### config.mk
export PLATFORM = sky130hd
export DESIGN_NAME = mem_access_ctrl
export DESIGN_NICKNAME = d
export VERILOG_FILES = /design/src/rtl/mem_ctrl_pkg.sv /design/src/rtl/mem_wait_counter.sv /design/src/rtl/mem_access_ctrl.sv
export SDC_FILE = /design/constraint.sdc
export NUM_CORES = 1
export LEC_CHECK = 0
export ABC_AREA = 0
export CORE_MARGIN = 2
export CORE_UTILIZATION = 29
export DETAILED_ROUTE_END_ITERATION = 6
export PLACE_DENSITY = 0.62
export SYNTH_ARGS = -nofsm -noshare
export SYNTH_HDL_FRONTEND = slang
export SYNTH_SLANG_ARGS = --single-unit
### constraint.sdc
create_clock -name clk -period 3.1 [get_ports clk]
set_input_delay 0.62 -clock clk [delete_from_list [all_inputs] [get_ports clk]]
set_output_delay 0.62 -clock clk [all_outputs]
set_load 0.1 [all_outputs]
### src/rtl/mem_ctrl_pkg.sv
// Shared types and constants for the MEM-stage memory access controller.
// The index helper works in 64 bits so callers can use any ADDR_W up to 64.
`timescale 1ns/1ps
package mem_ctrl_pkg;
  typedef enum logic [1:0] {IDLE = 2'd0, ACCESS = 2'd1, DONE = 2'd2} state_t;
  typedef enum logic [1:0] {NONE = 2'd0, READ = 2'd1, WRITE = 2'd2} op_t;

  localparam int DEF_ADDR_W      = 32;
  localparam int DEF_DATA_W      = 32;
  localparam int DEF_BASE_ADDR   = 1024;
  localparam int DEF_DEPTH       = 64;
  localparam int DEF_WAIT_CYCLES = 4;

  // Byte address to word index; the low two address bits drop out.
  function automatic logic [63:0] wordIndex(input logic [63:0] addr, input logic [63:0] base);
    return (addr - base) >> 2;
  endfunction
endpackage

### src/rtl/mem_wait_counter.sv
// Wait-state counter: clear/enable up-counter, flags terminal count at WAIT_CYCLES-1.
`timescale 1ns/1ps
module mem_wait_counter #(
  parameter int WAIT_CYCLES = 4
) (
  input  logic clk,
  input  logic rst,
  input  logic clr,
  input  logic en,
  output logic termCnt
);
  localparam int CW = (WAIT_CYCLES > 1) ? $clog2(WAIT_CYCLES) : 1;

  logic [CW-1:0] cnt;

  always_ff @(posedge clk or negedge rst) begin
    if (!rst)      cnt <= '0;
    else if (clr)  cnt <= '0;
    else if (en)   cnt <= cnt + 1'b1;
  end

  assign termCnt = (cnt == CW'(WAIT_CYCLES - 1));
endmodule

### src/rtl/mem_access_ctrl.sv
// MEM-stage initiator: turns a held read/write request into a timed memory access,
// stalling the pipeline until DONE and returning registered read data.
`timescale 1ns/1ps
module mem_access_ctrl import mem_ctrl_pkg::*; #(
  parameter int ADDR_W      = DEF_ADDR_W,
  parameter int DATA_W      = DEF_DATA_W,
  parameter int BASE_ADDR   = DEF_BASE_ADDR,
  parameter int DEPTH       = DEF_DEPTH,
  parameter int WAIT_CYCLES = DEF_WAIT_CYCLES
) (
  input  logic              clk,
  input  logic              rst,
  input  logic              req_read,
  input  logic              req_write,
  input  logic [ADDR_W-1:0] req_addr,
  input  logic [DATA_W-1:0] req_wdata,
  output logic              stall,
  output logic [DATA_W-1:0] rdata,
  output logic              addr_err,
  output logic [ADDR_W-1:0] mem_addr,
  output logic [DATA_W-1:0] mem_wdata,
  output logic              mem_read,
  output logic              mem_write,
  input  logic [DATA_W-1:0] mem_rdata
);
  typedef struct packed {
    op_t               op;
    logic              err;
    logic [ADDR_W-1:0] idx;
    logic [DATA_W-1:0] wdata;
  } acc_t;

  state_t      state, nextState;
  acc_t        acc;
  logic        reqAny, reqInRange, termCnt, cntClr, cntEn;
  logic [63:0] reqIdx64;

  assign reqAny     = req_read | req_write;
  assign reqIdx64   = wordIndex(64'(req_addr), 64'(BASE_ADDR));
  assign reqInRange = (64'(req_addr) >= 64'(BASE_ADDR)) && (reqIdx64 < 64'(DEPTH));

  mem_wait_counter #(.WAIT_CYCLES(WAIT_CYCLES)) uWaitCnt (
    .clk     (clk),
    .rst     (rst),
    .clr     (cntClr),
    .en      (cntEn),
    .termCnt (termCnt)
  );

  always_ff @(posedge clk or negedge rst) begin
    if (!rst) state <= IDLE;
    else      state <= nextState;
  end

  always_comb begin
    nextState = state;
    unique case (state)
      IDLE:    if (reqAny) nextState = reqInRange ? ACCESS : DONE;
      ACCESS:  if (termCnt) nextState = DONE;
      DONE:    nextState = IDLE;
      default: nextState = IDLE;
    endcase
  end

  // Memory-side signals come only from these latches, so stage inputs may move mid-access.
  always_ff @(posedge clk or negedge rst) begin
    if (!rst) begin
      acc   <= '{op: NONE, err: 1'b0, idx: '0, wdata: '0};
      rdata <= '0;
    end else begin
      if (state == IDLE && reqAny) begin
        acc.op    <= req_write ? WRITE : READ;
        acc.err   <= !reqInRange;
        acc.idx   <= reqInRange ? ADDR_W'(reqIdx64) : '0;
        acc.wdata <= req_wdata;
        if (!reqInRange) rdata <= '0;
      end
      if (state == ACCESS && termCnt && acc.op == READ) rdata <= mem_rdata;
    end
  end

  always_comb begin
    stall     = 1'b0;
    mem_read  = 1'b0;
    mem_write = 1'b0;
    addr_err  = 1'b0;
    cntClr    = 1'b0;
    cntEn     = 1'b0;
    unique case (state)
      IDLE: begin
        stall  = reqAny;
        cntClr = 1'b1;
      end
      ACCESS: begin
        stall     = reqAny;
        cntEn     = 1'b1;
        mem_read  = (acc.op == READ);
        // single strobe in the last wait cycle: one committed write per request
        mem_write = (acc.op == WRITE) && termCnt;
      end
      DONE:    addr_err = acc.err;
      default: ;
    endcase
  end

  assign mem_addr  = acc.idx;
  assign mem_wdata = acc.wdata;
endmodule
# After elaboration in Yosys (flattened, before gate mapping)
# Index checks and enable logic that the tools add are counted.
# W data, S select, Z words.
[totals]
regBits = 103
input_bits = 100
out_inout_bits = 100
word_cells = 49
[op_classes]
addsub = 2
magnitude_cmp = 2
n_eq_ne = 8
n_mux = 17
n_bitwise = 1
n_reduce_logical = 12
[op_table]
columns = ["operator", "n"]
rows = [
  ["$mux W32", 4],
  ["$lt A62 B7 Y1 const B", 1],
  ["$sub A32 B11 Y33 const B", 1],
  ["$ge A32 B11 Y1 const B", 1],
  ["$mux W2", 6],
  ["$eq A2 B2 Y1 const B", 3],
  ["$mux W1", 6],
  ["$logic_and A1 B1 Y1", 5],
  ["$eq A2 B1 Y1 const B", 2],
  ["$ne A2 B2 Y1 const B", 2],
  ["$pmux W2 S2", 1],
  ["$reduce_and A2 Y1", 2],
  ["$reduce_bool A2 Y1", 2],
  ["$add A2 B1 Y2 const B", 1],
  ["$logic_not A2 Y1", 1],
  ["$ne A2 B1 Y1 const B", 1],
  ["$reduce_or A2 Y1", 1],
  ["$logic_not A1 Y1", 1],
  ["$or A1 B1 Y1", 1],
]

# Longest topological paths before layout
# Gate-level depths: netlist of the first run.
[depth]
ltp_word = 6
depth_mapped = 9

# Cells and area by module
# From an unflattened synthesis of the first run, not the netlist that was laid out.
[unflattened]
cells_unflattened = 515
hier_area_um2 = 5061.1
[by_module_without_submodules]
columns = ["module", "instances", "cells_each", "area_per_inst_um2", "seq_area_each_um2"]
rows = [
  ["mem_access_ctrl", 1, 508, 4972.3, 2502.4],
  ["mem_wait_counter", 1, 7, 88.8, 50.0],
]

# Least setup slack after synthesis of the first run
# Ideal clock, no wire load.
[synth_timing]
path_kind = "reg2out"
start = "register state[1]"
end = "output port mem_write"
t_arrival_ns = 2.866
t_required_ns = 2.480
setup_slack_ns = -0.386
stages_incl_launch_ff = 4
cell_sequence = "dfrtp_1 -> nor2b_1 -> nand2_1 -> nor3b_1"
[synth_via]
elab_chain_len = 2
[synth_lines]
columns = ["element", "line", "rtl"]
rows = [
  ["start, declared", "mem_access_ctrl.sv:33", "state_t state, nextState;"],
  ["start signal, assigned", "mem_access_ctrl.sv:52", "else state <= nextState;"],
  ["$eq A2 B1 Y1", "mem_access_ctrl.sv:89", "unique case (state)"],
  ["$mux W1", "mem_access_ctrl.sv:89", ""],
  ["end, declared", "mem_access_ctrl.sv:23", "output logic mem_write,"],
]
# No other way between the ends.

# Final worst setup path of the first run
[layout_timing]
start = "input port req_addr[10]"
end = "register rdata[15]"
[layout_via]
elab_chain_len = 5
word_cells_on_any_way = 6
[layout_lines]
columns = ["element", "line", "rtl"]
rows = [
  ["start, declared", "mem_access_ctrl.sv:15", "input logic [ADDR_W-1:0] req_addr,"],
  ["$sub A32 B11 Y33", "mem_ctrl_pkg.sv:16", "return (addr - base) >> 2;"],
  ["$lt A62 B7 Y1", "mem_access_ctrl.sv:40", "assign reqInRange = (64'(req_addr) >= 64'(BASE_ADDR)) && (reqIdx64 < 64'(DEPTH));"],
  ["$logic_and A1 B1 Y1 (*)", "mem_access_ctrl.sv:40", ""],
  ["$ne A2 B1 Y1 (no line) (*)", "n/a", ""],
  ["$reduce_and A2 Y1 (no line) (*)", "n/a", ""],
  ["end signal, assigned", "mem_access_ctrl.sv:78", "if (state == ACCESS && termCnt && acc.op == READ) rdata <= mem_rdata;"],
  ["end, declared", "mem_access_ctrl.sv:18", "output logic [DATA_W-1:0] rdata,"],
]
# Mark *: on every way between the ends. The rest lies on a longest branch, timed or not.
# A chain may end at the register's enable or synchronous reset.

==> flow_metrics.tcl, run 1 <==
set metrics [dict create \
    status "finished clean" \
    setup_tns_ps 0 \
    post_drt_wl_per_cell_um 15.19 \
    root_buffer "clkbuf_16" \
    synth-main-ff-cell "dfrtp_1" \
    syn_nets 626 \
    ys_warn_count 0 \
    wl_mm 13.44 \
    hold_class "primary input to async pin" \
    fill_cells 1703 \
    grt_overflow 0 \
    die-height_um 137.4 \
    cap_violations 0 \
    final_common_cell "nand2_1" \
    synth.distinct_cells 44 \
    synth-edff-count 0 \
    worstMarginPinSlew_ps 649.5 \
    rsz0062_at_grt "false" \
    row_count 48 \
    ant_nets 0 \
    vdd_drop_max_v 0.0004717 \
    cts_tree "built" \
    netlist_instances 523 \
    dp_hpwl_mm 9.761 \
    clk_path_buf_depth 2 \
    critPathCaptureType "register" \
    crit_arrival_ps 3160 \
    grt_start_max_net_pins 53 \
    max_freq_mhz 344.2 \
    num-nets-final 758 \
    slew_headroom 0.5670 \
    setup_ws_ps 194.3 \
    syn_area_um2 5157 \
    mostFrequentLayoutCells "154 x nand2_1, 113 x buf_4, 102 x dfrtp_1, 96 x clkdlybuf4s50_1, 38 x o31ai_2" \
    place_congestion 0.8320 \
    setup_viol 0 \
    path_max_fanout 40 \
    worstPathRequired_ps 3350 \
    start_util 0.2971 \
    cts_inserted_buffers 9 \
    drt_drc_violations_left 0 \
    antenna_found_initial 0 \
    start_kind "primary input" \
    finalCritPeriodShare 0.9373 \
    dp_slack_ps -153.5 \
    worst_hold_slack_ps 289.6 \
    core-area_um2 17360 \
    clkTransAtPathRegs_ps 70 \
    drive_above_1_share 0.2803 \
    diodes 0 \
    cts_resized 0 \
    numPortBuffers 197 \
    grt_pass1_vias 4287 \
    min_period_ps 2906 \
    syn_area_per_cell_um2 9.861 \
    num_vias 4125 \
    vias_per_cell 4.661 \
    grt_first_pass_wirelength_mm 21.40 \
    async_reset_ff_frac 1.000 \
    synth-seq-area-share 0.4949 \
    final-hold-violation-count 0 \
    die_w_um 137.4 \
    cts_sinks 102 \
    grt_usage 0.1455 \
    power.total_mw 3.622 \
    criticalPathCategory "primary input to register" \
    pwr_density_cell_nw_per_um2 515.7 \
    ys_ff_latch 102 \
    regArea_um2 2552 \
    num_io_pins 200 \
    fin_skew_ps 10.37 \
    postCtsSetupBuffers 0 \
    cts_hold_buf 0 \
    area_growth_pct 36.20 \
    dr.pass1.iters 4 \
    die-area_um2 18870 \
    clock_latency_ps 350 \
    multi_input_area_um2 1989 \
    drt_iter0_markers 175 \
    slew_violations 0 \
    htree_levels 3 \
    cellLeakagePower_nw 3.239 \
]
[area by class of cell]
class,instances,area share
clock inverters,7,0.007838
well taps,225,0.04008
multi-input cells,325,0.2832
clock buffers,9,0.03206
flip-flops and latches,102,0.3634
repair buffers,214,0.2718
inverters,3,0.001603
[cells in the mapped netlist (2+ instances only)]
cell      count  area, um^2
a21oi_1       3       15.01
a22o_1        2       17.52
a22oi_1      32       240.2
and2_1       24       150.1
buf_2         4       20.02
buf_4        64       480.5
buf_6         4       45.04
clkbuf_1     20       75.07
dfrtp_1     102        2552
ha_1          3       37.54
inv_1         3       11.26
nand2_1     154       578.1
nand2b_1      4       25.02
nand4_1       3       18.77
nand4b_1      2       17.52
nor2_1       11       41.29
nor2b_1       3       18.77
nor3_1        9       45.04
nor4_1        4       25.02
o21a_1        2       15.01
o21ai_0       6       30.03
o31ai_2      38       475.5
o41ai_2       2       32.53
or2_2         2       12.51
or3_1         3       18.77
[final timing paths]
path                              start      endpoint  slack [ps]  cells after the start
setup / recovery           req_addr[10]     rdata[15]         190                     10
setup reg to reg               state[0]     rdata[25]        1230                      5
max in group asynchronous           rst   mem_addr[4]        2060                      2
min in group clk           mem_wdata[0]  mem_wdata[0]         480                      2
hold / removal                      rst  mem_addr[29]         290                      1
hold reg to reg            mem_wdata[0]  mem_wdata[0]         480                      2
[worst max-delay path, cell delays in order]
cell and delay, ps:
clkdlybuf4s50_1 490, inv_1 50, ha_1 200, or3_4 330
or3b_1 350, o211a_1 230, and4bb_1 310, nand2_2 80
buf_12 190, o31ai_2 250
[through the flow]
stage / area (um^2) / util / std cells
detailed placement: 6744 / 0.3886 / 869
finish: 7024 / 0.4047 / 885
CTS: 7024 / 0.4047 / 885
global placement: 6744 / 0.3886 / 869
floorplan: 5162 / - / 523
global route: 7024 / 0.4047 / 885
[sequential cells by signal (all words and copies together) (netlist names)]
register / count
rdata: 32
uWaitCnt.cnt: 2
mem_addr: 31
state: 2
mem_wdata: 32
acc: 3
[kinds of logic after synthesis]
logic type,after synthesis,synth area share
simple gates,228,0.1987
flops,102,0.4949
buf+inv,96,0.1232
compound gates,93,0.1737
fa+ha+maj,3,0.007279
mux,1,0.002183
[power breakdown]
part / total, mW / switching (mW) / leakage (nW) / internal, mW
sequential: 1.46 / 0.0464 / 1.36 / 1.41
clock: 1.07 / 0.517 / 0.138 / 0.554
combinational: 1.10 / 0.811 / 1.74 / 0.285
[per-layer routing]
layer  part of all wire  track usage  up-vias
met5                  0            0        -
met4              0.018      0.04467        0
met3              0.058      0.03863       20
met2               0.48       0.2504      134
met1               0.44       0.1778     1997
li1                   -            -     1974
(Power assumes the default switching activity.)
==> run 2: changes to the inputs <==
- CORE_UTILIZATION: 29 -> 48
- PLACE_DENSITY: 0.62 -> 0.92
==> flow_metrics.tcl, run 2 (same netlist as run 1, synthesis figures left out) <==
set metrics [dict create \
    post_drt_wl_per_cell_um 15.92 \
    worst_hold_slack_ps 251.9 \
    grt_usage 0.2132 \
    htree_levels 3 \
    num-nets-final 756 \
    critPathMaxStageDelay_ps 480 \
    critical_path.slowest_cell "clkdlybuf4s50_1" \
    row_count 37 \
    finalCritPeriodShare 0.9179 \
    fill_cells 774 \
    p_seq_frac 0.428 \
    grt_start_max_net_pins 54 \
    final-hold-violation-count 0 \
    cts_sinks 102 \
    pwr_density_cell_nw_per_um2 499.6 \
    num_io_pins 200 \
    drt_drc_violations_left 0 \
    grt_first_pass_wirelength_mm 19.47 \
    core-area_um2 10370 \
    vias_per_cell 5.305 \
    multi_input_area_um2 1989 \
    grt_pass1_vias 4146 \
    max_freq_mhz 351.4 \
    drt_iter0_markers 357 \
    swShare 0.3911 \
    cap_violations 0 \
    vdd_drop_max_v 0.0004445 \
    final_common_cell "nand2_1" \
    cellLeakagePower_nw 3.189 \
    path_max_fanout 40 \
    internal-power_mw 2.071 \
    cts_tree "built" \
    die-height_um 107.7 \
    setup_viol 0 \
    combPwrFrac 0.319 \
    mostFrequentLayoutCells "154 x nand2_1, 112 x buf_4, 102 x dfrtp_1, 96 x clkdlybuf4s50_1, 38 x o31ai_2" \
    start_util 0.4973 \
    ant_nets 0 \
    worstPathRequired_ps 3370 \
    grt_overflow 0 \
    p_sw_mw 1.330 \
    start_kind "primary input" \
    clkTransAtPathRegs_ps 100 \
    path_cells "clkdlybuf4s50_1, inv_1, ha_1, or3_4, or3b_1, o211a_1, and4bb_1, nand2_2, buf_12, o31ai_2" \
    crit_arrival_ps 3120 \
    cts_inserted_buffers 9 \
    antenna_found_initial 0 \
    hold_class "primary input to async pin" \
    cts_hold_buf 0 \
    root_buffer "clkbuf_8" \
    pwr-share-clk 0.253 \
    drive_above_1_share 0.2781 \
    wl_mm 12.64 \
    criticalPathCategory "primary input to register" \
    worstMarginPinSlew_ps 1338 \
    slew_violations 0 \
    num_vias 4212 \
    postCtsSetupBuffers 0 \
    die_w_um 107.7 \
    die-area_um2 11590 \
    clock_latency_ps 370 \
    min_period_ps 2845 \
    diodes 0 \
    area_growth_pct 32.02 \
    power.total_mw 3.402 \
    dr.pass1.iters 5 \
    clk_path_buf_depth 2 \
    critPathCaptureType "register" \
    slew_headroom 0.1069 \
    cts_resized 0 \
    numPortBuffers 197 \
    dp_hpwl_mm 9.038 \
    fin_skew_ps 8.279 \
    regArea_um2 2552 \
    rsz0062_at_grt "false" \
    status "finished clean" \
    place_congestion 0.8592 \
]
[run 2: changes by cell type in the layout (fill, tap and decap cells not counted)]
cell and delta:
buf_4 -1, buf_12 -1, clkbuf_8 +9, bufinv_16 +1, clkbuf_16 -9, clkinv_2 -1
[run 2: metal layers]
metal | track usage | up-vias | wire [um]
met4 | 0.09432 | 0 | 291
met2 | 0.3675 | 177 | 6395
met1 | 0.2599 | 2034 | 5115
met5 | 0 | - | 0
li1 | - | 1978 | -
met3 | 0.03935 | 23 | 836
[run 2: final cells by class]
class | instances | area share
multi-input cells | 325 | 0.2922
flip-flops and latches | 102 | 0.3749
clock inverters | 7 | 0.01176
repair buffers | 212 | 0.2764
well taps | 136 | 0.02499
inverters | 3 | 0.001654
clock buffers | 9 | 0.01819
[run 2: power groups by stage]
stage	Combinational (mW)	Clock [mW]	Sequential (mW)
floorplan	0.853	0	1.47
global placement	1.07	0	1.48
detailed placement	1.09	0	1.48
CTS	1.09	0.890	1.45
global route	1.14	0.952	1.46
finish	1.08	0.862	1.46
[run 2: per-stage QoR]
step / std cells / worst slack [ps] / instance area, um^2 / setup TNS, ps / utilization
5_1_grt: 794 / 153.6 / 6809 / 0 / 0.6566
4_1_cts: 794 / 270.2 / 6809 / 0 / 0.6566
3_3_place_gp: 778 / -43.83 / 6605 / -1512 / 0.6369
3_5_place_dp: 778 / -145.9 / 6605 / -4321 / 0.6369
2_1_floorplan: 523 / 498.6 / 5162 / 0 / -
6_report: 794 / 254.5 / 6809 / 0 / 0.6566
[run 2: final timing paths]
kind	slack, ps	cells past startpoint	endpoint	start
max in group asynchronous	2120	2	rdata[17]	rst
hold / removal	250	1	mem_wdata[12]	rst
hold reg to reg	490	2	mem_wdata[28]	mem_wdata[28]
setup reg to reg	720	6	rdata[21]	state[0]
min in group clk	490	2	mem_wdata[28]	mem_wdata[28]
setup / recovery	250	10	rdata[17]	req_addr[11]
[run 2: worst max-delay path, delay by kind of cell]
family,cells,cell delay [ps]
and+or+nand+nor,4,1060
AOI/OAI and AO/OA,2,480
adders and majority gates,1,190
buffers and inverters,3,730
==> run 3: changes to the inputs <==
- CAP_MARGIN: not set -> 40
- CORE_UTILIZATION: 48 -> 60
- DONT_BUFFER_PORTS: not set -> 1
- PLACE_DENSITY: 0.92 -> 0.81
- clock period: 3.1 -> 3.15 ns (I/O delays scaled with it)
==> flow_metrics.tcl, run 3 (same netlist as run 1, synthesis figures left out) <==
set metrics [dict create \
    cap_violations 0 \
    met2_usage 0.4637 \
    setup_ws_ps 579.5 \
    critPathCaptureType "register" \
    mostFrequentLayoutCells "154 x nand2_1, 101 x dfrtp_1, 62 x buf_16, 38 x o31ai_2, 32 x a22oi_1" \
    htree_levels 3 \
    dp_slack_ps 217.1 \
    root_buffer "clkbuf_8" \
    grt_usage 0.2684 \
    cts_inserted_buffers 9 \
    setup_viol 0 \
    dr.pass1.iters 5 \
    grt_start_max_net_pins 103 \
    final_common_cell "nand2_1" \
    max_freq_mhz 389.0 \
    num-nets-final 616 \
    grt_overflow 0 \
    r2r_slack_ps 890 \
    worst_r2r_path_depth 8 \
    numPortBuffers 0 \
    critical_path.slowest_cell "or3_4" \
    worstMarginPinSlew_ps 935.0 \
    core-area_um2 8258 \
    finalCritPeriodShare 0.8160 \
    grt_pass1_vias 3830 \
    die-area_um2 9354 \
    drt_drc_violations_left 0 \
    pwr_density_cell_nw_per_um2 504.3 \
    antenna_found_initial 0 \
    slew_violations 0 \
    path_cells "inv_1, ha_1, or3_4, or3b_1, o211a_1, and4bb_1, nand2_2, buf_12, o31ai_2" \
    die_w_um 96.72 \
    worstPathRequired_ps 3390 \
    clkTransAtPathRegs_ps 110 \
    drt_iter0_markers 175 \
    place_congestion 0.8670 \
    criticalPathCategory "primary input to register" \
    cellLeakagePower_nw 2.981 \
    grt.busiest_layer "met2" \
    crit_arrival_ps 2820 \
    grt_first_pass_wirelength_mm 20.04 \
    min_period_ps 2571 \
    dp_hpwl_mm 9.258 \
    drive_above_1_share 0.2722 \
    cts_tree "built" \
    met3_usage 0.08960 \
    rsz0062_at_grt "false" \
    fin_skew_ps 15.03 \
    slew_headroom 0.3767 \
    critPathMaxStageDelay_ps 370 \
    final-hold-violation-count 0 \
    path_max_fanout 40 \
    fill_cells 444 \
    use_met1 0.3148 \
    setup_tns_ps 0 \
    post_drt_wl_per_cell_um 21.48 \
    vdd_drop_max_v 0.0002547 \
    num_vias 3807 \
    hold_class "primary input to async pin" \
    diodes 0 \
    start_util 0.6245 \
    vias_per_cell 6.111 \
    row_count 33 \
    die-height_um 96.72 \
    post-route-util 0.8159 \
    area_growth_pct 30.64 \
    num_io_pins 200 \
    clock_latency_ps 360 \
    cts_resized 0 \
    cts_sinks 102 \
    start_kind "primary input" \
    wl_mm 13.38 \
    clk_path_buf_depth 2 \
    ant_nets 0 \
    status "finished clean" \
]
[run 3: cell types whose count changed in the layout (fill, tap and decap cells not counted), moves of 2 or more]
cell	previous run	this run
buf_4	112	7
buf_16	0	62
nor2_2	2	4
nor2_1	8	6
clkdlybuf4s50_1	96	0
[run 3: stage by stage]
stage,instances,hold slack [ps],area (um^2),total power [mW]
4_1_cts,614,194.0,6490,3.294
2_1_floorplan,523,334.4,5162,2.284
5_1_grt,623,198.9,6738,3.528
6_report,623,155.6,6738,3.398
3_5_place_dp,597,336.7,6241,2.373
3_3_place_gp,544,336.3,4790,2.219
[run 3: area by class of cell]
class	instances	area [um^2]	area share
tap	105	131.4	0.01950
sequential	102	2554	0.3790
inverter	3	11.26	0.001671
clock inverter	6	93.84	0.01393
clock buffer	10	127.6	0.01894
timing repair buffer	72	1819	0.2700
multi-input combinational	325	2001	0.2969
[run 3: power breakdown]
group	total, mW	internal, mW	switching (mW)
Clock	0.908	0.455	0.453
Combinational	0.736	0.258	0.478
Sequential	1.75	1.38	0.374
[run 3: critical path: cells and delay by family]
family                     cells  cell delay (ps)
buffers and inverters          2              240
adders and majority gates      1              260
AOI/OAI and AO/OA              2              540
and+or+nand+nor                4             1130
[run 3: final timing paths]
path,startpoint,to
min in group clk,req_addr[10],mem_addr[8]
setup / recovery,req_addr[11],rdata[5]
hold / removal,rst,mem_wdata[6]
max in group asynchronous,rst,mem_addr[30]
setup reg to reg,state[0],rdata[13]
hold reg to reg,acc[64],acc[64]
[run 3: repair_timing]
action / in CTS / in global routing
hold buffers: 1 / 0
setup buffers: 0 / 0
endpoints found under the hold margin: 102 / 0
[run 3: per-layer routing]
metal	wire, um	vias to the layer above	part of all wire
li1	-	1694	-
met1	5023	1867	0.38
met2	6908	216	0.52
met5	0	-	0
met3	1102	30	0.082
met4	344	0	0.026
